==> config.mk <==
export PLATFORM = sky130hd
export DESIGN_NAME = enc_byte_decrypt_flat
export DESIGN_NICKNAME = d
export VERILOG_FILES = /design/src/rtl/enc_byte_decrypt_if.sv /design/src/rtl/enc_byte_decrypt.sv /design/src/flat_wrapper.sv
export SDC_FILE = /design/constraint.sdc
export NUM_CORES = 1
export LEC_CHECK = 0
export CAP_MARGIN = 20
export CORE_MARGIN = 5
export CORE_UTILIZATION = 50
export DETAILED_ROUTE_END_ITERATION = 8
export HOLD_SLACK_MARGIN = 0.02
export PLACE_DENSITY = 0.73
export SLEW_MARGIN = 30
export SYNTH_ARGS = -nofsm -noshare
export SYNTH_HDL_FRONTEND = slang
export SYNTH_SLANG_ARGS = --single-unit
==> constraint.sdc <==
create_clock -name clock -period 2.4 [get_ports clock]
set_input_delay 0.48 -clock clock [delete_from_list [all_inputs] [get_ports clock]]
set_output_delay 0.48 -clock clock [all_outputs]
set_load 0.005 [all_outputs]
==> src/rtl/enc_byte_decrypt_if.sv <==
// Stream, key and status signals of the byte decryptor.
// DEC_STATS_EN adds the byte_count status signal.
interface enc_byte_decrypt_if;
  logic [7:0]  key_in;
  logic        key_load;
  logic        key_valid;
  logic        in_valid;
  logic        in_ready;
  logic [7:0]  in_data;
  logic        out_valid;
  logic        out_ready;
  logic [7:0]  out_data;
  logic        busy;
`ifdef DEC_STATS_EN
  logic [15:0] byte_count;

  modport master (
    output key_in, key_load, in_valid, in_data, out_ready,
    input  key_valid, in_ready, out_valid, out_data, busy, byte_count
  );
  modport slave (
    input  key_in, key_load, in_valid, in_data, out_ready,
    output key_valid, in_ready, out_valid, out_data, busy, byte_count
  );
`else
  modport master (
    output key_in, key_load, in_valid, in_data, out_ready,
    input  key_valid, in_ready, out_valid, out_data, busy
  );
  modport slave (
    input  key_in, key_load, in_valid, in_data, out_ready,
    output key_valid, in_ready, out_valid, out_data, busy
  );
`endif
endinterface

==> src/rtl/enc_byte_decrypt.sv <==
// Byte decryptor: 2-stage pipeline into an output FIFO, key changes serialised by an FSM.
// Optional DEC_STATS_EN adds a saturating output byte counter cleared on key application.
module enc_byte_decrypt #(
  parameter int unsigned FIFO_DEPTH = 4
) (
  input logic              clock,
  input logic              reset,
  enc_byte_decrypt_if.slave bus
);

  localparam int unsigned PtrW = $clog2(FIFO_DEPTH);
  localparam int unsigned CntW = PtrW + 1;

  typedef enum logic [1:0] {StNoKey, StRun, StDrain} state_e;

  state_e          state_q, state_d;
  logic [7:0]      key_q, key_d;
  logic [7:0]      pend_q, pend_d;
  logic            key_valid_q, key_valid_d;
  logic            key_apply;

  logic            s1_vld_q;
  logic [7:0]      s1_data_q;
  logic            s2_vld_q;
  logic [7:0]      s2_data_q;

  logic [7:0]      mem_q [FIFO_DEPTH];
  logic [PtrW-1:0] rd_ptr_q, wr_ptr_q;
  logic [CntW-1:0] cnt_q, cnt_d;
  logic [CntW-1:0] inflight;
  logic [CntW:0]   occupancy;

  logic            accept, push, pop, out_valid;

  function automatic logic [7:0] decrypt(input logic [7:0] d, input logic [7:0] k);
    logic [3:0] lo;
    logic [7:0] e;
    logic [7:0] x;
    logic [3:0] s;
    lo = d[3:0];
    e  = {lo[3], lo[0], lo[1], lo[2], lo[1], lo[3], lo[2], lo[0]};
    x  = e ^ k;
    s  = x[7:4] + x[3:0] + {3'b000, k[0]};
    return {d[7:4] ^ s, lo};
  endfunction

  assign inflight  = CntW'(s1_vld_q) + CntW'(s2_vld_q);
  // Counting in-flight bytes against free slots means a push never meets a full FIFO.
  assign occupancy = (CntW + 1)'(cnt_q) + (CntW + 1)'(inflight);
  assign out_valid = (cnt_q != '0);

  assign bus.in_ready  = (state_q == StRun) && !bus.key_load &&
                         (occupancy < (CntW + 1)'(FIFO_DEPTH));
  assign bus.out_valid = out_valid;
  assign bus.out_data  = out_valid ? mem_q[rd_ptr_q] : 8'h00;
  assign bus.key_valid = key_valid_q;
  assign bus.busy      = (inflight != '0) || out_valid || (state_q == StDrain);

  assign accept = bus.in_valid && bus.in_ready;
  assign push   = s2_vld_q;
  assign pop    = out_valid && bus.out_ready;
  assign cnt_d  = cnt_q + CntW'(push) - CntW'(pop);

  always_comb begin
    state_d     = state_q;
    key_d       = key_q;
    pend_d      = pend_q;
    key_valid_d = key_valid_q;
    key_apply   = 1'b0;
    case (state_q)
      StNoKey: begin
        if (bus.key_load) begin
          key_d       = bus.key_in;
          key_valid_d = 1'b1;
          key_apply   = 1'b1;
          state_d     = StRun;
        end
      end
      StRun: begin
        if (bus.key_load) begin
          pend_d  = bus.key_in;
          state_d = StDrain;
        end
      end
      StDrain: begin
        // A late reload replaces the pending key and keeps draining one more cycle.
        if (bus.key_load) begin
          pend_d = bus.key_in;
        end else if (inflight == '0 && cnt_q == '0) begin
          key_d     = pend_q;
          key_apply = 1'b1;
          state_d   = StRun;
        end
      end
      default: state_d = StNoKey;
    endcase
  end

  always_ff @(posedge clock or posedge reset) begin
    if (reset) begin
      state_q     <= StNoKey;
      key_q       <= 8'h00;
      pend_q      <= 8'h00;
      key_valid_q <= 1'b0;
    end else begin
      state_q     <= state_d;
      key_q       <= key_d;
      pend_q      <= pend_d;
      key_valid_q <= key_valid_d;
    end
  end

  always_ff @(posedge clock or posedge reset) begin
    if (reset) begin
      s1_vld_q  <= 1'b0;
      s1_data_q <= 8'h00;
      s2_vld_q  <= 1'b0;
      s2_data_q <= 8'h00;
    end else begin
      s1_vld_q <= accept;
      if (accept) begin
        s1_data_q <= bus.in_data;
      end
      s2_vld_q <= s1_vld_q;
      if (s1_vld_q) begin
        s2_data_q <= decrypt(s1_data_q, key_q);
      end
    end
  end

  always_ff @(posedge clock or posedge reset) begin
    if (reset) begin
      for (int unsigned i = 0; i < FIFO_DEPTH; i++) begin
        mem_q[i] <= 8'h00;
      end
      rd_ptr_q <= '0;
      wr_ptr_q <= '0;
      cnt_q    <= '0;
    end else begin
      if (push) begin
        mem_q[wr_ptr_q] <= s2_data_q;
        wr_ptr_q        <= wr_ptr_q + 1'b1;
      end
      if (pop) begin
        rd_ptr_q <= rd_ptr_q + 1'b1;
      end
      cnt_q <= cnt_d;
    end
  end

`ifdef DEC_STATS_EN
  logic [15:0] byte_count_q, byte_count_d;

  always_comb begin
    byte_count_d = byte_count_q;
    if (key_apply) begin
      byte_count_d = 16'h0000;
    end else if (pop && byte_count_q != 16'hFFFF) begin
      byte_count_d = byte_count_q + 16'h0001;
    end
  end

  always_ff @(posedge clock or posedge reset) begin
    if (reset) begin
      byte_count_q <= 16'h0000;
    end else begin
      byte_count_q <= byte_count_d;
    end
  end

  assign bus.byte_count = byte_count_q;
`endif

endmodule
==> src/flat_wrapper.sv <==
// flat-port wrapper written by rule: the top's interface ports become plain ports
module enc_byte_decrypt_flat 
#(
  parameter int unsigned FIFO_DEPTH = 4
)
  (clock, reset, bus_key_in, bus_key_load, bus_in_valid, bus_in_data, bus_out_ready, bus_key_valid, bus_in_ready, bus_out_valid, bus_out_data, bus_busy);
  enc_byte_decrypt_if bus_i ();
  input logic clock;
  input logic reset;
  input wire logic [$bits(bus_i.key_in)-1:0] bus_key_in;
  input wire logic [$bits(bus_i.key_load)-1:0] bus_key_load;
  input wire logic [$bits(bus_i.in_valid)-1:0] bus_in_valid;
  input wire logic [$bits(bus_i.in_data)-1:0] bus_in_data;
  input wire logic [$bits(bus_i.out_ready)-1:0] bus_out_ready;
  output wire logic [$bits(bus_i.key_valid)-1:0] bus_key_valid;
  output wire logic [$bits(bus_i.in_ready)-1:0] bus_in_ready;
  output wire logic [$bits(bus_i.out_valid)-1:0] bus_out_valid;
  output wire logic [$bits(bus_i.out_data)-1:0] bus_out_data;
  output wire logic [$bits(bus_i.busy)-1:0] bus_busy;
  assign bus_i.key_in = bus_key_in;
  assign bus_i.key_load = bus_key_load;
  assign bus_i.in_valid = bus_in_valid;
  assign bus_i.in_data = bus_in_data;
  assign bus_i.out_ready = bus_out_ready;
  assign bus_key_valid = bus_i.key_valid;
  assign bus_in_ready = bus_i.in_ready;
  assign bus_out_valid = bus_i.out_valid;
  assign bus_out_data = bus_i.out_data;
  assign bus_busy = bus_i.busy;
  enc_byte_decrypt #(.FIFO_DEPTH(FIFO_DEPTH)) u_core (.clock(clock), .reset(reset), .bus(bus_i));
endmodule
# Word level (Yosys, flattened, before mapping)
# Cells that the tools add are included.
[totals]
register_bits = 76
in_bits = 21
out_inout_bits = 12
wordCells = 73
[classes]
add_sub_neg = 8
magnitude_cmp = 4
eq_ne = 6
muxes = 16
n_bitwise = 4
n_reduce_logical = 20
[op_table]
columns = ["op", "n"]
rows = [
  ["8-bit two-way mux", 7],
  ["32-bit bitwise mux", 1],
  ["8-bit binary-select mux with 2-bit select", 1],
  ["8-bit demux with 2-bit select", 1],
  ["8-bit case mux with 2 select lines", 1],
  ["2-bit two-way mux", 4],
  ["2-bit inequality test, second input constant", 4],
  ["4-bit AND reduction", 2],
  ["8-bit XOR", 1],
  ["3-bit greater-or-equal comparator, second input constant", 2],
  ["1-bit logical AND", 6],
  ["3-bit logical NOT", 2],
  ["2-bit NOT with 3-bit output", 2],
  ["2-bit case mux with 3 select lines", 1],
  ["3-bit nonzero test", 2],
  ["2-bit by 1-bit adder with 2-bit output, second input constant", 2],
  ["3-bit by 3-bit adder with 4-bit output", 1],
  ["4-bit by 1-bit adder with 4-bit output", 1],
  ["4-bit adder", 1],
  ["4-bit by 3-bit less-than comparator with 1-bit output, second input constant", 1],
  ["2-bit AND reduction", 2],
  ["4-bit XOR", 1],
  ["3-bit by 1-bit adder with 3-bit output", 1],
  ["3-bit by 1-bit less-than comparator with 1-bit output, second input constant", 1],
  ["9 further kinds", 10],
]

# Longest topological paths before layout
# Gate-level depths: netlist of run 1.
[logic_depth]
word_depth = 6
ltp_mapped = 9
depth_no_buf = 9

# Least setup slack after synthesis of run 1
# Ideal clock, no wire load.
[synth_path]
path_type = "reg2reg"
from = "reg u_core.cnt_q[2]"
to = "reg u_core.cnt_q[2]"
setup_time_ns = 0.125
t_arrival_ns = 2.134
t_required_ns = 2.275
setup_slack_ns = 0.141
stages_incl_launch_ff = 10
n_path_buf = 0
synth_period_minus_slack_ns = 2.259
path_cell_list = "dfrtp_1 -> or3_4 -> and2_1 -> ha_1 -> inv_1 -> ha_1 -> inv_1 -> fa_1 -> xnor2_1 -> xnor2_1"
[synth_via]
elab_chain_cells = 3
elab_cells_between_ends = 4
classes_between = "add/sub: 2; reduce/logical: 2"
[synth_rtl]
columns = ["element", "line", "rtl"]
rows = [
  ["from (decl)", "enc_byte_decrypt.sv:29", "logic [CntW-1:0] cnt_q, cnt_d;"],
  ["from (signal assigned)", "enc_byte_decrypt.sv:147", "cnt_q <= cnt_d;"],
  ["3-bit nonzero test", "enc_byte_decrypt.sv:50", "assign out_valid = (cnt_q != '0);"],
  ["1-bit logical AND", "enc_byte_decrypt.sv:61", "assign pop = out_valid && bus.out_ready;"],
  ["net u_core.pop", "enc_byte_decrypt.sv:33", "logic accept, push, pop, out_valid;"],
  ["3-bit by 1-bit subtractor with 3-bit output", "enc_byte_decrypt.sv:62", "assign cnt_d = cnt_q + CntW'(push) - CntW'(pop);"],
  ["net u_core.cnt_d[2]", "enc_byte_decrypt.sv:29", ""],
]
# The timed path passes the listed nets, and every way through them passes these cells.
# A chain may end at the register's enable or synchronous reset.

# Worst setup path in the final report of run 1
[layout_path]
from = "reg u_core.cnt_q[2]"
to = "out bus_busy"
[layout_via]
elab_chain_cells = 3
[layout_rtl]
columns = ["element", "line", "rtl"]
rows = [
  ["3-bit nonzero test", "enc_byte_decrypt.sv:50", ""],
  ["1-bit logical OR (2 in series)", "enc_byte_decrypt.sv:57", "assign bus.busy = (inflight != '0) || out_valid || (state_q == StDrain);"],
  ["to (decl)", "flat_wrapper.sv:19", "output wire logic [$bits(bus_i.busy)-1:0] bus_busy;"],
]
# No other way between the ends.

==> metrics.md, run 1 <==
| Metric | Value |
|---|---|
| Outcome | completed |
| Cell internal pwr | 0.003863 W |
| Synth-to-Final Area Change | 22.35% |
| Pre-Repair DR Iteration Count | 6 |
| Crit-path cells | or3_4 > or3b_2 > dlygate4sd2_1 |
| ANT cells | 0 |
| Final setup margin | 68.48 ps |
| Drt drc | 0 |
| Die Y | 95.25 µm |
| Worst rel slew slack | 71.46% |
| Filler Cells Inserted | 576 |
| Sw power | 0.001925 W |
| Clock transition at path regs | 80 ps |
| Final Util | 61.95% |
| Worst R2R Path Depth | 9 |
| I/O Pins | 33 |
| Layout Nets | 352 |
| Average size of a mapped cell | 13.87 µm² |
| Final Hold Violating Endpoints | 0 |
| Sw frac | 33.26% |
| Startpoint types | flip-flop |
| CP max stage cell | or3b_2 |
| Clk buf depth | 2 |
| Post-route cell area | 4446 µm² |
| Die Wd | 95.25 µm |
| R2R setup slack | 150 ps |
| Routed wire length | 6098 µm |
| Combinational fraction of design power | 41.8% |
| Slew Limit Fails | 0 |
| Place WS | -24.10 ps |
| Top_reg_cell synth | dfrtp_1 |
| Mapped Nets | 300 |
| Proportion of power drawn by the clock network | 19.4% |
| Worst Tran Pin Value | 428.1 ps |
| Antenna violations before repair | 0 |
| Grt total ovfl | 0 |
| Crit Path Class | reg2out |
| Max stage delay on crit path | 440 ps |
| Multi-input logic area | 1643 µm² |
| Later-pin clock latency in the skew report | 350 ps |
| CTS H-Tree Depth | 3 |
| Clock skew | 13.09 ps |
| Starting DRC count in detailed routing | 54 |
| Min-Delay Path Class | reg2reg |
| Period utilisation layout | 97.15% |
| Critical path required time | 1920 ps |
| GPL Wtd Cong | 0.7610 |
| Row cnt | 31 |
| Layout cell share with drive strength beyond 1 | 32.60% |
| Fin crit period | 2332 ps |
| Flops & latches, synth | 76 |
| Most area-consuming cells after synthesis | dfrtp_1, mux2_2, ha_1 |
| Routed length per placed instance | 14.59 µm |
| EDFF count, synth | 0 |
| DR vias/cell | 5.057 |
| Pleak | 2.148 nW |
| Post-synth top cells | dfrtp_1, mux2_2, ha_1 |
| Max Cap Viol | 0 |
| Top cell type's share of synthesized area | 52.34% |
| IO Port Bufs | 32 |
| Synth unique cells | 35 |
| Setup_tns | 0 ps |
| Fraction of registers with async set/reset | 100.0% |
| Via count | 2114 |
| Die area | 9072 µm² |
| Crit Path Max Fanout | 4 |
| Seq. cell area | 1902 µm² |
| Gr usage total | 15.03% |
| Initial Util | 50.64% |
| Pwr Total | 0.005788 W |
| Share of the yosys chip area belonging to registers | 52.34% |
| Post-DP HPWL | 4283 µm |
| Placed inst area | 4148 µm² |
| Sequential share of power | 38.8% |
| Clock sinks | 76 |
| Count leader, synth | dfrtp_1 |
| Vias in the first global route | 2142 |
| P per Cell Area | 1302 nW/µm² |
| Clk Tree Root Cell | clkbuf_8 |
| Post-route ant nets | 0 |
| Mapped cell area | 3633 µm² |
| Yosys top cell by area | dfrtp_1 |
| Worst EP arrival | 1850 ps |
| Core footprint | 7176 µm² |
| RSZ-0062 raised after global routing | false |
| Largest net degree at the start of global routing | 77 |
| Hold Path Depth | 0 |
| Critical Path End Type | primary output |
| CTS tree | yes |
| First-pass GRT wire length | 10330 µm |
| Worst vdd ir | 0.6524 mV |
| Syn Inst Count | 262 |
| Final setup vio count | 0 |
| CTS Buf Count | 9 |
| Synth warn | 0 |
| Maximum clock rate | 0.4289 GHz |
per-stage QoR:
step	hold WS, ps	cells
finish	425.3	418
global route	451.7	418
CTS	425.7	413
detailed placement	411.8	397
global placement	405.4	397
floorplan	395.9	262
layer usage:
metal	wire, µm	vias to the layer above	track usage, %
li1	-	1034	-
met1	2685	1036	18.80
met2	3142	34	25.13
met3	176	10	2.762
met4	93	0	7.212
met5	0	-	0
final timing paths:
check / startpoint / end
setup / recovery: u_core.cnt_q[2] / bus_busy
hold / removal: u_core.s1_vld_q / u_core.push
setup reg to reg: u_core.cnt_q[2] / u_core.cnt_q[2]
hold reg to reg: u_core.s1_vld_q / u_core.push
max in group asynchronous: reset / u_core.pend_q[2]
min in group asynchronous: reset / u_core.cnt_q[0]
layout make-up:
| class | instances | area share [%] |
|---|---|---|
| Clock buffer | 9 | 2.786 |
| Clock inverter | 7 | 2.392 |
| Inverter | 12 | 1.098 |
| Multi-Input combinational cell | 165 | 36.95 |
| Sequential cell | 76 | 42.78 |
| Tap cell | 99 | 2.786 |
| Timing Repair Buffer | 50 | 11.20 |
critical path, delay by kind of cell (launching register included):
| family | cells | cell delay, ps |
|---|---|---|
| simple gates | 2 | 850 |
| flops | 1 | 390 |
| buf+inv | 1 | 270 |
cells by family after synthesis:
family	count (synthesis)	synth area share (%)
DFF	76	52.34
muxes	71	24.31
and+or+nand+nor	32	5.200
AOI/OAI and AO/OA	27	4.718
buffers and inverters	21	2.445
xor gates and xnor gates	18	4.718
adders and majority gates	17	6.267
placed cells by master (no fill, tap or decap), types with 2 or more instances in the layout:
| cell type | count |
|---|---|
| xnor2_1 | 10 |
| buf_6 | 3 |
| inv_6 | 2 |
| xor2_1 | 7 |
| fa_1 | 2 |
| mux4_2 | 8 |
| buf_4 | 14 |
| clkinv_4 | 2 |
| clkbuf_8 | 9 |
| mux2i_1 | 8 |
| nor2_1 | 5 |
| dfrtp_1 | 76 |
| and2_1 | 9 |
| dlymetal6s2s_1 | 8 |
| nand2_1 | 9 |
| a21oi_1 | 12 |
| bufinv_16 | 2 |
| ha_1 | 15 |
| clkdlybuf4s50_1 | 22 |
| a31oi_1 | 8 |
| mux2_2 | 54 |
| nand2b_1 | 2 |
| inv_1 | 11 |
what timing repair did:
action | 4_1_cts | 5_1_grt
gates resized for setup | 2 | 12
setup endpoints to repair | 10 | 10
buffers inserted | 0 | 5
hold buffers | 0 | 0
pin swaps | 1 | 1
sequential cells by signal, indices dropped and copies added (netlist names):
signal / count
u_core.s1_data_q: 8
u_core.s1_vld_q: 1
u_core.pend_q: 8
u_core.key_q: 8
u_core.rd_ptr_q: 2
u_core.wr_ptr_q: 2
u_core.cnt_q: 3
u_core.s2_data_q: 8
u_core.mem_q: 32
u_core.push: 1
u_core.bus.key_valid: 1
u_core.state_q: 2
power groups by stage:
stage          Sequential [W]  Combinational [W]  Clock (W)
6_report              0.00225            0.00242    0.00112
5_1_grt               0.00233            0.00272    0.00121
4_1_cts               0.00225            0.00242    0.00115
3_5_place_dp          0.00227            0.00241          0
2_1_floorplan         0.00212            0.00188          0
3_3_place_gp          0.00224            0.00234          0
Note: power is estimated with default switching activity, not from simulation.
==> run 2, diff against run 1 <==
--- a/config.mk
+++ b/config.mk
@@ -6,11 +6,13 @@
 export NUM_CORES = 1
 export LEC_CHECK = 0
 export CAP_MARGIN = 20
+export CELL_PAD_IN_SITES_DETAIL_PLACEMENT = 2
+export CELL_PAD_IN_SITES_GLOBAL_PLACEMENT = 2
 export CORE_MARGIN = 5
-export CORE_UTILIZATION = 50
+export CORE_UTILIZATION = 37
 export DETAILED_ROUTE_END_ITERATION = 8
 export HOLD_SLACK_MARGIN = 0.02
-export PLACE_DENSITY = 0.73
+export PLACE_DENSITY = 0.75
 export SLEW_MARGIN = 30
 export SYNTH_ARGS = -nofsm -noshare
 export SYNTH_HDL_FRONTEND = slang
==> run 2 against run 1 <==
Final cell count increased by 8.1%. Maximum frequency grew 1.5%. Via count grew 4.2%. Routed wire length up 26%. Clock power barely moved. Largest power group unchanged. Highest routed layer unchanged.
==> metrics.md, run 2 (synthesis gave the netlist of run 1 again) <==
| Metric | Value |
|---|---|
| Clk buf depth | 2 (unchanged) |
| Vias in the first global route | 2568 (+20%) |
| Slew Limit Fails | 0 (unchanged) |
| Cts hold-fix bufs | 0 (unchanged) |
| Initial Util | 37.52% (-13 points) |
| ANT cells | 0 (unchanged) |
| Sw power | 0.002019 W (+4.9%) |
| Final Util | 46.25% (-16 points) |
| DR vias/cell | 4.872 (-3.7%) |
| Clock skew | 7.381 ps (-5.711 ps) |
| Combinational fraction of design power | 42.6% (+0.8 points) |
| Grt total ovfl | 0 (unchanged) |
| Worst Hold Path EP | u_core.bus.key_valid |
| RSZ-0062 raised after global routing | false |
| Max stage delay on crit path | 440 ps (about the same) |
| First-pass GRT wire length | 12860 µm (+25%) |
| Maximum clock rate | 0.4353 GHz (+1.5%) |
| CTS H-Tree Depth | 3 (unchanged) |
| Die Wd | 109.1 µm (+15%) |
| Hold Path Depth | 1 (+1) |
| Layout cell share with drive strength beyond 1 | 33.86% (+1.3 points) |
| Later-pin clock latency in the skew report | 350 ps (about the same) |
| WP buf/inv | 1 (unchanged) |
| Routed wire length | 7662 µm (+26%) |
| HP Start | u_core.bus.key_valid |
| Proportion of power drawn by the clock network | 18.7% (-0.7 points) |
| Worst rel slew slack | 71.59% (+0.12 points) |
| Row cnt | 36 (+16%) |
| Layout Cells excl Fill | 452 (+8.1%) |
| GPL Wtd Cong | 0.6878 (-9.6%) |
| R2R setup slack | 170 ps (+20 ps) |
| Place WS | -31.23 ps (-7.133 ps) |
| I/O Pins | 33 (unchanged) |
| Worst R2R Start | u_core.cnt_q[1] |
| Post-route ant nets | 0 (unchanged) |
| P per Cell Area | 1317 nW/µm² (+1.1%) |
| Crit Path Max Fanout | 4 (unchanged) |
| Crit-path leading delay family | simple AND/OR/NAND/NOR gates |
| Number of flip-flops under the largest register name | 32 (unchanged) |
| Synth-to-Final Area Change | 23.28% |
| Final Hold Violating Endpoints | 0 (unchanged) |
| Register with the most flip-flops | u_core.mem_q |
| Worst EP arrival | 1820 ps (-30 ps) |
| Crit Path Class | reg2out |
| Final setup vio count | 0 (unchanged) |
| Cell internal pwr | 0.003879 W (+0.42%) |
| Commonest non-fill, non-tap cell in the layout | dfrtp_1 |
| CTS tree | yes |
| Critical Path End Type | primary output |
| Largest net degree at the start of global routing | 77 (unchanged) |
| Via count | 2202 (+4.2%) |
| Min-Delay Path Class | reg2reg |
| Clock sinks | 76 (unchanged) |
| Worst R2R Path Depth | 9 (unchanged) |
| Post-route cell area | 4479 µm² (+0.76%) |
| Drt drc | 0 (unchanged) |
| Sw frac | 34.23% (+0.97 points) |
| Pre-Repair DR Iteration Count | 3 (-3) |
| Sequential share of power | 38.6% (-0.2 points) |
| Period utilisation layout | 95.72% (-1.4 points) |
| R2r endpoint | u_core.cnt_q[2] |
| CP max stage cell | or3b_2 |
| Final setup margin | 102.7 ps (+34.21 ps) |
| Post-Place Cells | 429 (+8.1%) |
| Die area | 11900 µm² (+31%) |
| Gr usage total | 14.38% (-0.66 points) |
| Seq. cell area | 1903 µm² (about the same) |
| Critical path required time | 1920 ps (about the same) |
| Starting DRC count in detailed routing | 25 (-54%) |
| Antenna violations before repair | 0 (unchanged) |
| Die Y | 109.1 µm (+15%) |
| Post-DP HPWL | 5419 µm (+27%) |
| Clk Tree Root Cell | clkbuf_8 |
| Worst vdd ir | 0.4170 mV (-36%) |
| Pleak | 2.144 nW (-0.20%) |
| Filler Cells Inserted | 954 (+66%) |
| Crit-path cells | or3_4 > or3b_2 > clkdlybuf4s15_1 |
| Clock transition at path regs | 80 ps (about the same) |
| Fin crit period | 2297 ps (-34.21 ps) |
| Max Cap Viol | 0 (unchanged) |
| Hold Slack | 470.7 ps (+45.40 ps) |
| Startpoint types | flip-flop |
| Layout Nets | 352 (unchanged) |
| IO Port Bufs | 32 (unchanged) |
| CTS Buf Count | 9 (unchanged) |
| Placed inst area | 4175 µm² (+0.66%) |
| Outcome | completed |
| Routed length per placed instance | 16.95 µm (+16%) |
| Multi-input logic area | 1648 µm² (+0.30%) |
| Commonest cells after routing, fill and taps aside | dfrtp_1, mux2_2, clkdlybuf4s50_1 |
| Worst Tran Pin Value | 425.2 ps (-2.892 ps) |
| Core footprint | 9684 µm² (+35%) |
[run 2: how the worst max path moves through the flow]
stage,to,from,cells after the start
3_5_place_dp,bus_in_ready,bus_key_load,4
4_1_cts,bus_out_data[6],u_core.rd_ptr_q[0],4
3_3_place_gp,bus_in_ready,bus_key_load,4
5_1_grt,bus_busy,u_core.cnt_q[1],3
6_report,bus_busy,u_core.cnt_q[1],3
2_1_floorplan,u_core.cnt_q[2],u_core.cnt_q[2],9
[run 2: per-stage QoR]
| step | total power [W] | TNS, ps |
|---|---|---|
| floorplan | 0.003998 | 0 |
| global placement | 0.004629 | -8.266 |
| detailed placement | 0.004803 | -31.23 |
| CTS | 0.005955 | -803.1 |
| global route | 0.006388 | 0 |
| finish | 0.005898 | 0 |
[run 2: repair_timing]
item | 4_1_cts | 5_1_grt
setup endpoints to repair | 10 | 11
gates resized for setup | 2 | 16
gates cloned | 0 | 0
setup buffers | 0 | 7
pin swaps | 0 | 2
[run 2: power groups by stage]
stage,clock (W),combinational [W],sequential [W]
2_1_floorplan,0,0.00188,0.00212
6_report,0.00110,0.00251,0.00228
3_3_place_gp,0,0.00237,0.00226
3_5_place_dp,0,0.00249,0.00231
5_1_grt,0.00121,0.00282,0.00236
4_1_cts,0.00115,0.00251,0.00229
[run 2: routing by layer]
layer  part of all wire, %  GRT usage (%)
met5                     0              0
met4                  0.84          4.869
met3                   3.2          3.493
met2                    54          25.83
met1                    41          16.66
[run 2: area by class of cell]
type / count / share of cell area [%]
Inverter: 12 / 1.089
Sequential cell: 76 / 42.49
Clock buffer: 9 / 2.765
Clock inverter: 7 / 2.207
Timing Repair Buffer: 50 / 10.95
Tap cell: 133 / 3.715
Multi-Input combinational cell: 165 / 36.79
==> run 3, diff against run 2 <==
--- a/config.mk
+++ b/config.mk
@@ -8,7 +8,6 @@
 export CAP_MARGIN = 20
 export CELL_PAD_IN_SITES_DETAIL_PLACEMENT = 2
 export CELL_PAD_IN_SITES_GLOBAL_PLACEMENT = 2
-export CORE_MARGIN = 5
 export CORE_UTILIZATION = 37
 export DETAILED_ROUTE_END_ITERATION = 8
 export HOLD_SLACK_MARGIN = 0.02
==> run 3 against run 2 <==
Sequential power about the same. Critical path depth increased by 6. Flip-flop and latch count unchanged. Worst hold slack got worse by 29 ps. Non-clock buffer count decreased by 6. Clock skew about the same. Critical path type is now reg2reg.
==> metrics.md, run 3 (synthesis gave the netlist of run 1 again) <==
| Metric | Value |
|---|---|
| Layout Nets | 346 (-1.7%) |
| Clock sinks | 76 (unchanged) |
| CTS tree | yes |
| CTS H-Tree Depth | 3 (unchanged) |
| Post-route ant nets | 0 (unchanged) |
| Pleak | 2.022 nW (-5.7%) |
| Final setup vio count | 0 (unchanged) |
| Outcome | completed |
| DR vias/cell | 4.927 (+1.1%) |
| Setup crit end | u_core.cnt_q[2] |
| Max stage delay on crit path | 400 ps (-40 ps) |
| I/O Pins | 33 (unchanged) |
| Commonest non-fill, non-tap cell in the layout | dfrtp_1 |
| Vias in the first global route | 2509 (-2.3%) |
| Largest net degree at the start of global routing | 77 (unchanged) |
| Post-route cell area | 4424 µm² (-1.2%) |
| Hold Slack | 442.0 ps (-28.64 ps) |
| GPL Wtd Cong | 0.7126 (+3.6%) |
| Commonest cells after routing, fill and taps aside | dfrtp_1, mux2_2, clkdlybuf4s50_1 |
| Die area | 10220 µm² (-14%) |
| Period utilisation layout | 96.28% (+0.56 points) |
| Placed inst area | 4183 µm² (+0.18%) |
| Maximum clock rate | 0.4328 GHz (-0.58%) |
| Worst rel slew slack | 70.27% (-1.3 points) |
| Die Wd | 101.1 µm (-7.3%) |
| IO Port Bufs | 32 (unchanged) |
| Clk Tree Root Cell | clkbuf_8 |
| Setup_tns | 0 ps (unchanged) |
| Worst vdd ir | 0.5631 mV (+35%) |
| Drt drc | 0 (unchanged) |
| First-pass GRT wire length | 13030 µm (+1.3%) |
| Worst EP arrival | 2570 ps (+750 ps) |
| Fin crit period | 2311 ps (+13.41 ps) |
| Worst Tran Pin Value | 444.8 ps (+19.61 ps) |
| Seq. cell area | 1903 µm² (unchanged) |
| Pre-Repair DR Iteration Count | 3 (unchanged) |
| R2R setup slack | 90 ps (-80 ps) |
| ANT cells | 0 (unchanged) |
| Starting DRC count in detailed routing | 64 (+160%) |
| Register with the most flip-flops | u_core.mem_q |
| Min-Delay Path Class | reg2reg |
| Filler Cells Inserted | 936 (-1.9%) |
| Critical path required time | 2660 ps (+740 ps) |
| Startpoint types | flip-flop |
| Critical Path End Type | flip-flop |
| Multi-input logic area | 1648 µm² (unchanged) |
| Via count | 2173 (-1.3%) |
| Die Y | 101.1 µm (-7.3%) |
| Initial Util | 38.77% (+1.3 points) |
| Antenna violations before repair | 0 (unchanged) |
| Number of flip-flops under the largest register name | 32 (unchanged) |
| Post-DP HPWL | 5249 µm (-3.1%) |
| Row cnt | 35 (-2.8%) |
| Grt total ovfl | 0 (unchanged) |
| Gr usage total | 17.34% (+3.0 points) |
| CTS Buf Count | 9 (unchanged) |
| Worst R2R Path Depth | 9 (unchanged) |
| R2r endpoint | u_core.cnt_q[2] |
| CP max stage cell | or3_4 |
| Routed wire length | 7624 µm (-0.50%) |
| Final Hold Violating Endpoints | 0 (unchanged) |
| Hold Path Depth | 0 (-1) |
| Clock skew | 7.755 ps (+0.3746 ps) |
| Crit Path Max Fanout | 3 (-1) |
| Layout cell share with drive strength beyond 1 | 32.05% (-1.8 points) |
| Crit Path Class | reg2reg |
| Clk buf depth | 2 (unchanged) |
| Synth-to-Final Area Change | 21.76% |
| P per Cell Area | 1336 nW/µm² (+1.5%) |
| Routed length per placed instance | 17.29 µm (+2.0%) |
| Max Cap Viol | 0 (unchanged) |
| Later-pin clock latency in the skew report | 350 ps (about the same) |
| Clock transition at path regs | 70 ps (about the same) |
| Crit-path cells | or3_4 > and2_4 > ha_1 > inv_1 > ha_1 > inv_1 > fa_1 > xnor2_1 > xnor2_1 |
| Core footprint | 9371 µm² (-3.2%) |
| Worst R2R Start | u_core.cnt_q[2] |
| Worst setup path start | u_core.cnt_q[2] |
| Slew Limit Fails | 0 (unchanged) |
## run 3: changes by cell type in the layout (fill, tap and decap cells not counted), moves of 2 or more
cell | previous run | this run
buf_4 | 15 | 9
inv_6 | 2 | 0
dlymetal6s2s_1 | 8 | 0
dlygate4sd2_1 | 0 | 8
## run 3: repair_timing
item | 4_1_cts | 5_1_grt
setup endpoints to repair | 10 | 3
buffers inserted | 1 | 0
pin swaps | 0 | 2
hold buffers | 0 | 0
endpoints found under the hold margin | 0 | 0
gates resized for setup | 11 | 6
## run 3: worst max-delay path, delay by kind of cell, from the launching register on
kind | cells | cell delay (ps)
and+or+nand+nor | 2 | 570
DFF | 1 | 390
adders and majority gates | 3 | 810
xor gates and xnor gates | 2 | 330
buffers and inverters | 2 | 130
## run 3: cell type report
cell class | instances | share of cell area [%]
Sequential cell | 76 | 43.01
Multi-Input combinational cell | 165 | 37.25
Timing Repair Buffer | 44 | 9.587
Tap cell | 129 | 3.648
Clock buffer | 11 | 3.196
Clock inverter | 4 | 2.206
Inverter | 12 | 1.103
## run 3: where the power goes
part           internal, W  leakage [nW]  switching (W)
Sequential         0.00183         0.954       0.000454
Combinational      0.00137         0.952        0.00108
Clock             0.000714         0.116       0.000458
## run 3: worst min-delay path by stage
stage                          from           to
floorplan           u_core.s1_vld_q  u_core.push
global placement    u_core.s1_vld_q  u_core.push
detailed placement  u_core.s1_vld_q  u_core.push
CTS                 u_core.s1_vld_q  u_core.push
global route        u_core.s1_vld_q  u_core.push
finish              u_core.s1_vld_q  u_core.push
## run 3: per-stage QoR
stage / worst slack [ps] / std cells / util [%] / power, W
floorplan: 141.2 / 262 / - / 0.003998
global placement: -1.879 / 425 / 44.63 / 0.004636
detailed placement: -33.27 / 425 / 44.63 / 0.004826
CTS: 12.98 / 441 / 47.14 / 0.006044
global route: -6.890 / 441 / 47.21 / 0.006384
finish: 89.27 / 441 / 47.21 / 0.005912
## run 3: layer usage
| metal | global-route usage [%] | part of all wire (%) | up-vias |
|---|---|---|---|
| met2 | 31.97 | 55 | 33 |
| met1 | 19.48 | 41 | 1117 |
| met5 | 0 | 0 | - |
| met3 | 4.854 | 2.9 | 8 |
| li1 | - | - | 1015 |
| met4 | 4.682 | 0.77 | 0 |
==> variant 1, RTL diff (config.mk and constraints of run 2) <==
Encoding of `state_e`: now one-hot (3 bits for 3 states).
--- a/src/rtl/enc_byte_decrypt.sv
+++ b/src/rtl/enc_byte_decrypt.sv
@@ -12,5 +12,5 @@
   localparam int unsigned CntW = PtrW + 1;
 
-  typedef enum logic [1:0] {StNoKey, StRun, StDrain} state_e;
+  typedef enum logic [2:0] {StNoKey = 3'b001, StRun = 3'b010, StDrain = 3'b100} state_e;
 
   state_e          state_q, state_d;
Function: same outputs for any inputs over 4 cycles, from zero or initial values and one cycle with reset high; so few cycles prove little.
==> variant 1 against run 2 <==
Routed wire length grew 6.6%. Design area grew 3.9%. Sequential cell count grew 1. Total power shrank 12%. Non-clock buffer count grew 13. Clock power grew 9%. Sequential share of layout area shrank 1.0 points. Worst setup slack lost 17 ps. Synthesized area grew 0.90%. Largest cell class unchanged. Largest power group is now sequential cells.
==> variant 1: results (changes against run 2) <==
| Metric | Value |
|---|---|
| Worst skew pair latency | `340 ps` |
| Met3 usage | `4.05% (+0.56 points)` |
| Leakage power | `0.00218 uW (+1.7%)` |
| Synth async-reset ratio | `100% (unchanged)` |
| Nets@finish | `366 (+4.0%)` |
| Worst hold endpoint | `u_core.bus.key_valid` |
| Clock buffer depth | `2 (unchanged)` |
| Synth area leader | `dfrtp_1` |
| Overall Global Routing Usage | `15.3% (+0.92 points)` |
| First-pass GRT wire length | `13800 um (+7.5%)` |
| # diodes | `0 (unchanged)` |
| IO Port Bufs | `32 (unchanged)` |
| Vias in the first global route | `2653 (+3.3%)` |
| Hold WS | `474 ps (+3.16 ps)` |
| Reg with most FFs | `u_core.mem_q` |
| Synth cell count leaders | `dfrtp_1 (76), mux2_2 (52), a21oi_1 (13), inv_1 (13)` |
| Hold Startpoint | `u_core.bus.key_valid` |
| Clock Tree Root | `clkbuf_8` |
| Met1 Usage GRT | `18.1% (+1.5 points)` |
| DP Area | `4290 sq um (+2.8%)` |
| Synthesized Nets | `301 (+0.33%)` |
| FF-to-FF End | `u_core.cnt_q[2]` |
| TritonRoute pass-1 iters | `4 (+1)` |
| Max_slew headroom | `62.9% (-8.6 points)` |
| Yosys Warn Count | `0 (unchanged)` |
| Outcome | `completed` |
| Worst Hold Class | `reg2reg` |
| Layout fillers | `985 (+3.2%)` |
| Layout cells sized above 1 | `38.9% (+5.0 points)` |
| CTS buffer count | `9 (unchanged)` |
| R2r setup slk | `100 ps (-70 ps)` |
| Routed WL | `8160 um (+6.6%)` |
| Number of flip-flops in the largest register | `32 (unchanged)` |
| HPWL after detailed placement | `5740 um (+5.9%)` |
| Largest cells by area after synthesis | `dfrtp_1 (52%), mux2_2 (16%), mux4_2 (4.9%)` |
| Hold path depth | `1 (unchanged)` |
| Critical path data arrival time | `1830 ps` |
| Peak VDD IR | `403 uV (-3.3%)` |
| FF-to-FF path depth | `8 (-1)` |
| DP Cell Count | `443 (+3.3%)` |
| Met2 usage | `27.6% (+1.7 points)` |
| Pin count of the biggest net entering global routing | `30 (-61%)` |
| Fin cells | `470 (+4.0%)` |
| Unique masters post-synth | `39 (+11%)` |
| GPL Wtd Cong | `0.729 (+6.0%)` |
| H-tree depth | `3 (unchanged)` |
| Seq/Total Area, Yosys | `52.6% (+0.25 points)` |
| Mean Syn Cell Area | `13.7 sq um (-0.99%)` |
| First DRT Iteration DRCs | `39 (+56%)` |
| Worst r2r src | `u_core.cnt_q[0]` |
| Drt via density | `4.85 (-0.38%)` |
| Clk_skew | `5.33 ps (-2.05 ps)` |
| Crit path max fanout | `2 (-2)` |
| Initial antenna violation count | `0 (unchanged)` |
| Clock slew at reported path FFs | `80 ps (about the same)` |
## variant 1: cell count changes after synthesis, moves of 2 or more
| cell | run 2 | this run |
|---|---|---|
| a31oi_1 | 8 | 0 |
| nor2_1 | 5 | 11 |
| ha_1 | 15 | 11 |
| mux2_2 | 54 | 52 |
| nand3_1 | 0 | 2 |
| nand3b_1 | 1 | 3 |
| or4b_4 | 0 | 2 |
| xor2_1 | 7 | 9 |
## variant 1: cells by family after synthesis
| logic type | Yosys count | share of synthesized area, % |
|---|---|---|
| adder cells (fa/ha/maj) | 13 | 4.85 |
| XOR/XNOR | 19 | 4.91 |
| buffers and inverters | 22 | 2.80 |
| flip-flops | 77 | 52.6 |
| AO/OA/AOI/OAI | 20 | 3.69 |
| AND/OR/NAND/NOR | 47 | 7.68 |
| multiplexers | 69 | 23.5 |
## variant 1: report_power, final
part	leakage [uW]	switching, uW	internal [uW]	total (uW)
Combinational	0.00106	886	1090	1980
Clock	0.000119	487	717	1200
Sequential	0.00100	333	1660	1990
## variant 1: worst max-delay path: stages
cell and delay, ps:
clkdlybuf4s50_1 440, or4b_4 520, nor4_4 230, buf_2 160
## variant 1: per-stage QoR
stage,setup WS [ps],util (%)
6_report,86.2,47.8
5_1_grt,3.18,47.8
4_1_cts,-70.3,47.3
3_3_place_gp,-308,44.1
2_1_floorplan,16.5,-
3_5_place_dp,-321,44.1
## variant 1: worst max-delay path by stage
stage / slack (ps) / start / depth (start not counted) / to
floorplan: 20 / u_core.cnt_q[1] / 9 / u_core.cnt_q[2]
global route: 3 / u_core.rd_ptr_q[0] / 5 / bus_out_data[0]
global placement: -310 / bus_key_load / 4 / bus_in_ready
finish: 90 / bus_key_load / 4 / bus_in_ready
CTS: -70 / u_core.push / 5 / bus_busy
detailed placement: -320 / bus_key_load / 4 / bus_in_ready
## variant 1: cell type report
class	instances	area, sq um	area share (%)
Timing Repair Buffer	63	587	12.6
Multi-Input combinational cell	168	1670	35.9
Inverter	13	52.6	1.13
Tap cell	133	166	3.58
Clock inverter	6	110	2.37
Clock buffer	10	138	2.96
Sequential cell	77	1930	41.5
## variant 1: what timing repair did
action / in CTS / in global routing
setup endpoints to repair: 10 / 8
resized for setup: 21 / 15
gates cloned: 0 / 0
buffers inserted: 8 / 3
pin swaps: 2 / 2
## variant 1: layer usage
layer	vias to the layer above	wire length [um]
met5	-	0
met3	7	268
met1	1177	3400
li1	1064	-
met2	33	4410
met4	0	84
==> variant 2, RTL diff (flow settings as in run 2) <==
Made on the original files. `FIFO_DEPTH` is set to 4 in 2 places; all go to 2.
--- a/src/rtl/enc_byte_decrypt.sv
+++ b/src/rtl/enc_byte_decrypt.sv
@@ -2,5 +2,5 @@
 // Optional DEC_STATS_EN adds a saturating output byte counter cleared on key application.
 module enc_byte_decrypt #(
-  parameter int unsigned FIFO_DEPTH = 4
+  parameter int unsigned FIFO_DEPTH = 2
 ) (
   input logic              clock,
--- a/src/flat_wrapper.sv
+++ b/src/flat_wrapper.sv
@@ -2,5 +2,5 @@
 module enc_byte_decrypt_flat 
 #(
-  parameter int unsigned FIFO_DEPTH = 4
+  parameter int unsigned FIFO_DEPTH = 2
 )
   (clock, reset, bus_key_in, bus_key_load, bus_in_valid, bus_in_data, bus_out_ready, bus_key_valid, bus_in_ready, bus_out_valid, bus_out_data, bus_busy);
Check against the original RTL: not equivalent (a bounded check fails within 4 cycles, from zero or initial values and one cycle with reset high).
==> variant 2 against run 2 <==
The flow now finishes with violations (setup timing). Maximum frequency is 11% lower. Design area decreased by 20%. Sequential cell count decreased by 19. Worst setup slack lost 290 ps. Routed wire length fell by 12%. Global-route usage is 1.8 points higher. Total power is 18% lower. Synthesized area decreased by 25%.
==> variant 2: results (changes against run 2) <==
| Metric | Value |
|---|---|
| Critical path data arrival time | `2100 ps (+280 ps)` |
| Nets@finish | `301 (-14%)` |
| Synthesized Nets | `247 (-18%)` |
| HPWL after detailed placement | `4150 um (-23%)` |
| Peak VDD IR | `515 uV (+24%)` |
| Crit path max fanout | `2 (-2)` |
| Drt via density | `4.78 (-1.8%)` |
| Hold WS | `487 ps (+16.0 ps)` |
| Setup violators final | `1 (+1)` |
| Layout fillers | `738 (-23%)` |
| Overall Global Routing Usage | `16.1% (+1.8 points)` |
| Failing checks | `setup timing` |
| Final WS setup | `-183 ps (-286 ps)` |
| Seq/Total Area, Yosys | `52.5% (+0.12 points)` |
| GPL Wtd Cong | `0.658 (-4.3%)` |
| Outcome | `finished with violations` |
| Fin cells | `371 (-18%)` |
| Routed WL | `6730 um (-12%)` |
| TritonRoute pass-1 iters | `4 (+1)` |
| Pin count of the biggest net entering global routing | `58 (-25%)` |
| Worst stage delay on the critical path | `460 ps (+20 ps)` |
| First-pass GRT wire length | `10900 um (-15%)` |
| Layout cells sized above 1 | `30.5% (-3.3 points)` |
| Leakage power | `0.00161 uW (-25%)` |
| R2r setup slk | `110 ps (-60 ps)` |
| Synth cell count leaders | `dfrtp_1 (57), mux2_2 (38), nor2_1 (22), mux2i_1 (16), a21oi_1 (13)` |
| FF-to-FF path depth | `8 (-1)` |
| Met3 usage | `4.14% (+0.65 points)` |
| Largest cells by area after synthesis | `dfrtp_1 (52%), mux2_2 (16%), mux2i_1 (5.9%)` |
| Max_slew headroom | `65.5% (-6.1 points)` |
| Slowest-stage cell, CP | `fa_2` |
[variant 2: changes by cell type after synthesis, sizes merged, moves of 3 or more]
cell / before / now
a31oi: 8 / 0
and2: 9 / 1
ha: 15 / 11
nor2: 5 / 22
mux2i: 8 / 16
dfrtp: 76 / 57
mux4: 8 / 0
mux2: 55 / 38
nand2: 10 / 7
[variant 2: layout make-up]
class	instances	area [sq um]	share of cell area, %
Clock buffer	9	124	3.46
Clock inverter	7	119	3.32
Inverter	10	37.5	1.05
Multi-Input combinational cell	140	1290	35.9
Sequential cell	57	1430	39.8
Tap cell	99	124	3.46
Timing Repair Buffer	49	468	13.1
[variant 2: per-layer routing]
metal	vias to the layer above	wire length (um)	share of wire, %
li1	835	-	-
met2	30	3600	54
met4	0	129	1.9
met3	14	192	2.9
met5	-	0	0
met1	895	2810	42
[variant 2: worst max path at each step]
stage | end | slack [ps] | cells past startpoint
floorplan | u_core.s1_data_q[0] | 140 | 7
detailed placement | bus_in_ready | -320 | 6
global route | bus_in_ready | -260 | 6
finish | bus_in_ready | -180 | 6
CTS | bus_in_ready | -180 | 6
global placement | bus_in_ready | -220 | 6
[variant 2: where the power goes]
group          leakage (uW)  total [uW]  switching, uW  internal (uW)
clock              0.000115        1110            423            689
combinational      0.000793        1990            879           1110
sequential         0.000706        1720            353           1360
total               0.00161        4820           1650           3170
[variant 2: worst max-delay path, delay by kind of cell, from the launching register on]
family        cells  cell delay [ps]
flops             1              380
buf+inv           2              240
fa+ha+maj         2              710
simple gates      2              420
[variant 2: logic make-up (layout without fill, tap and decap cells)]
logic type,after synthesis,after routing,share of synthesized area (%)
mux,54,54,21.6
buf+inv,16,75,2.53
xor+xnor,17,17,5.98
simple gates,38,38,6.63
compound gates,18,18,4.23
flops,57,57,52.5
fa+ha+maj,13,13,6.53
[variant 2: what timing repair did]
item | 4_1_cts | 5_1_grt
pin swaps | 3 | 3
gates resized for setup | 11 | 4
setup buffers | 4 | 3
endpoints found under the setup margin | 9 | 9
[variant 2: metrics by stage]
stage / instance area [sq um] / setup WS [ps]
2_1_floorplan: 2730 / 141
3_3_place_gp: 3260 / -222
3_5_place_dp: 3260 / -320
4_1_cts: 3560 / -182
5_1_grt: 3580 / -260
6_report: 3580 / -183
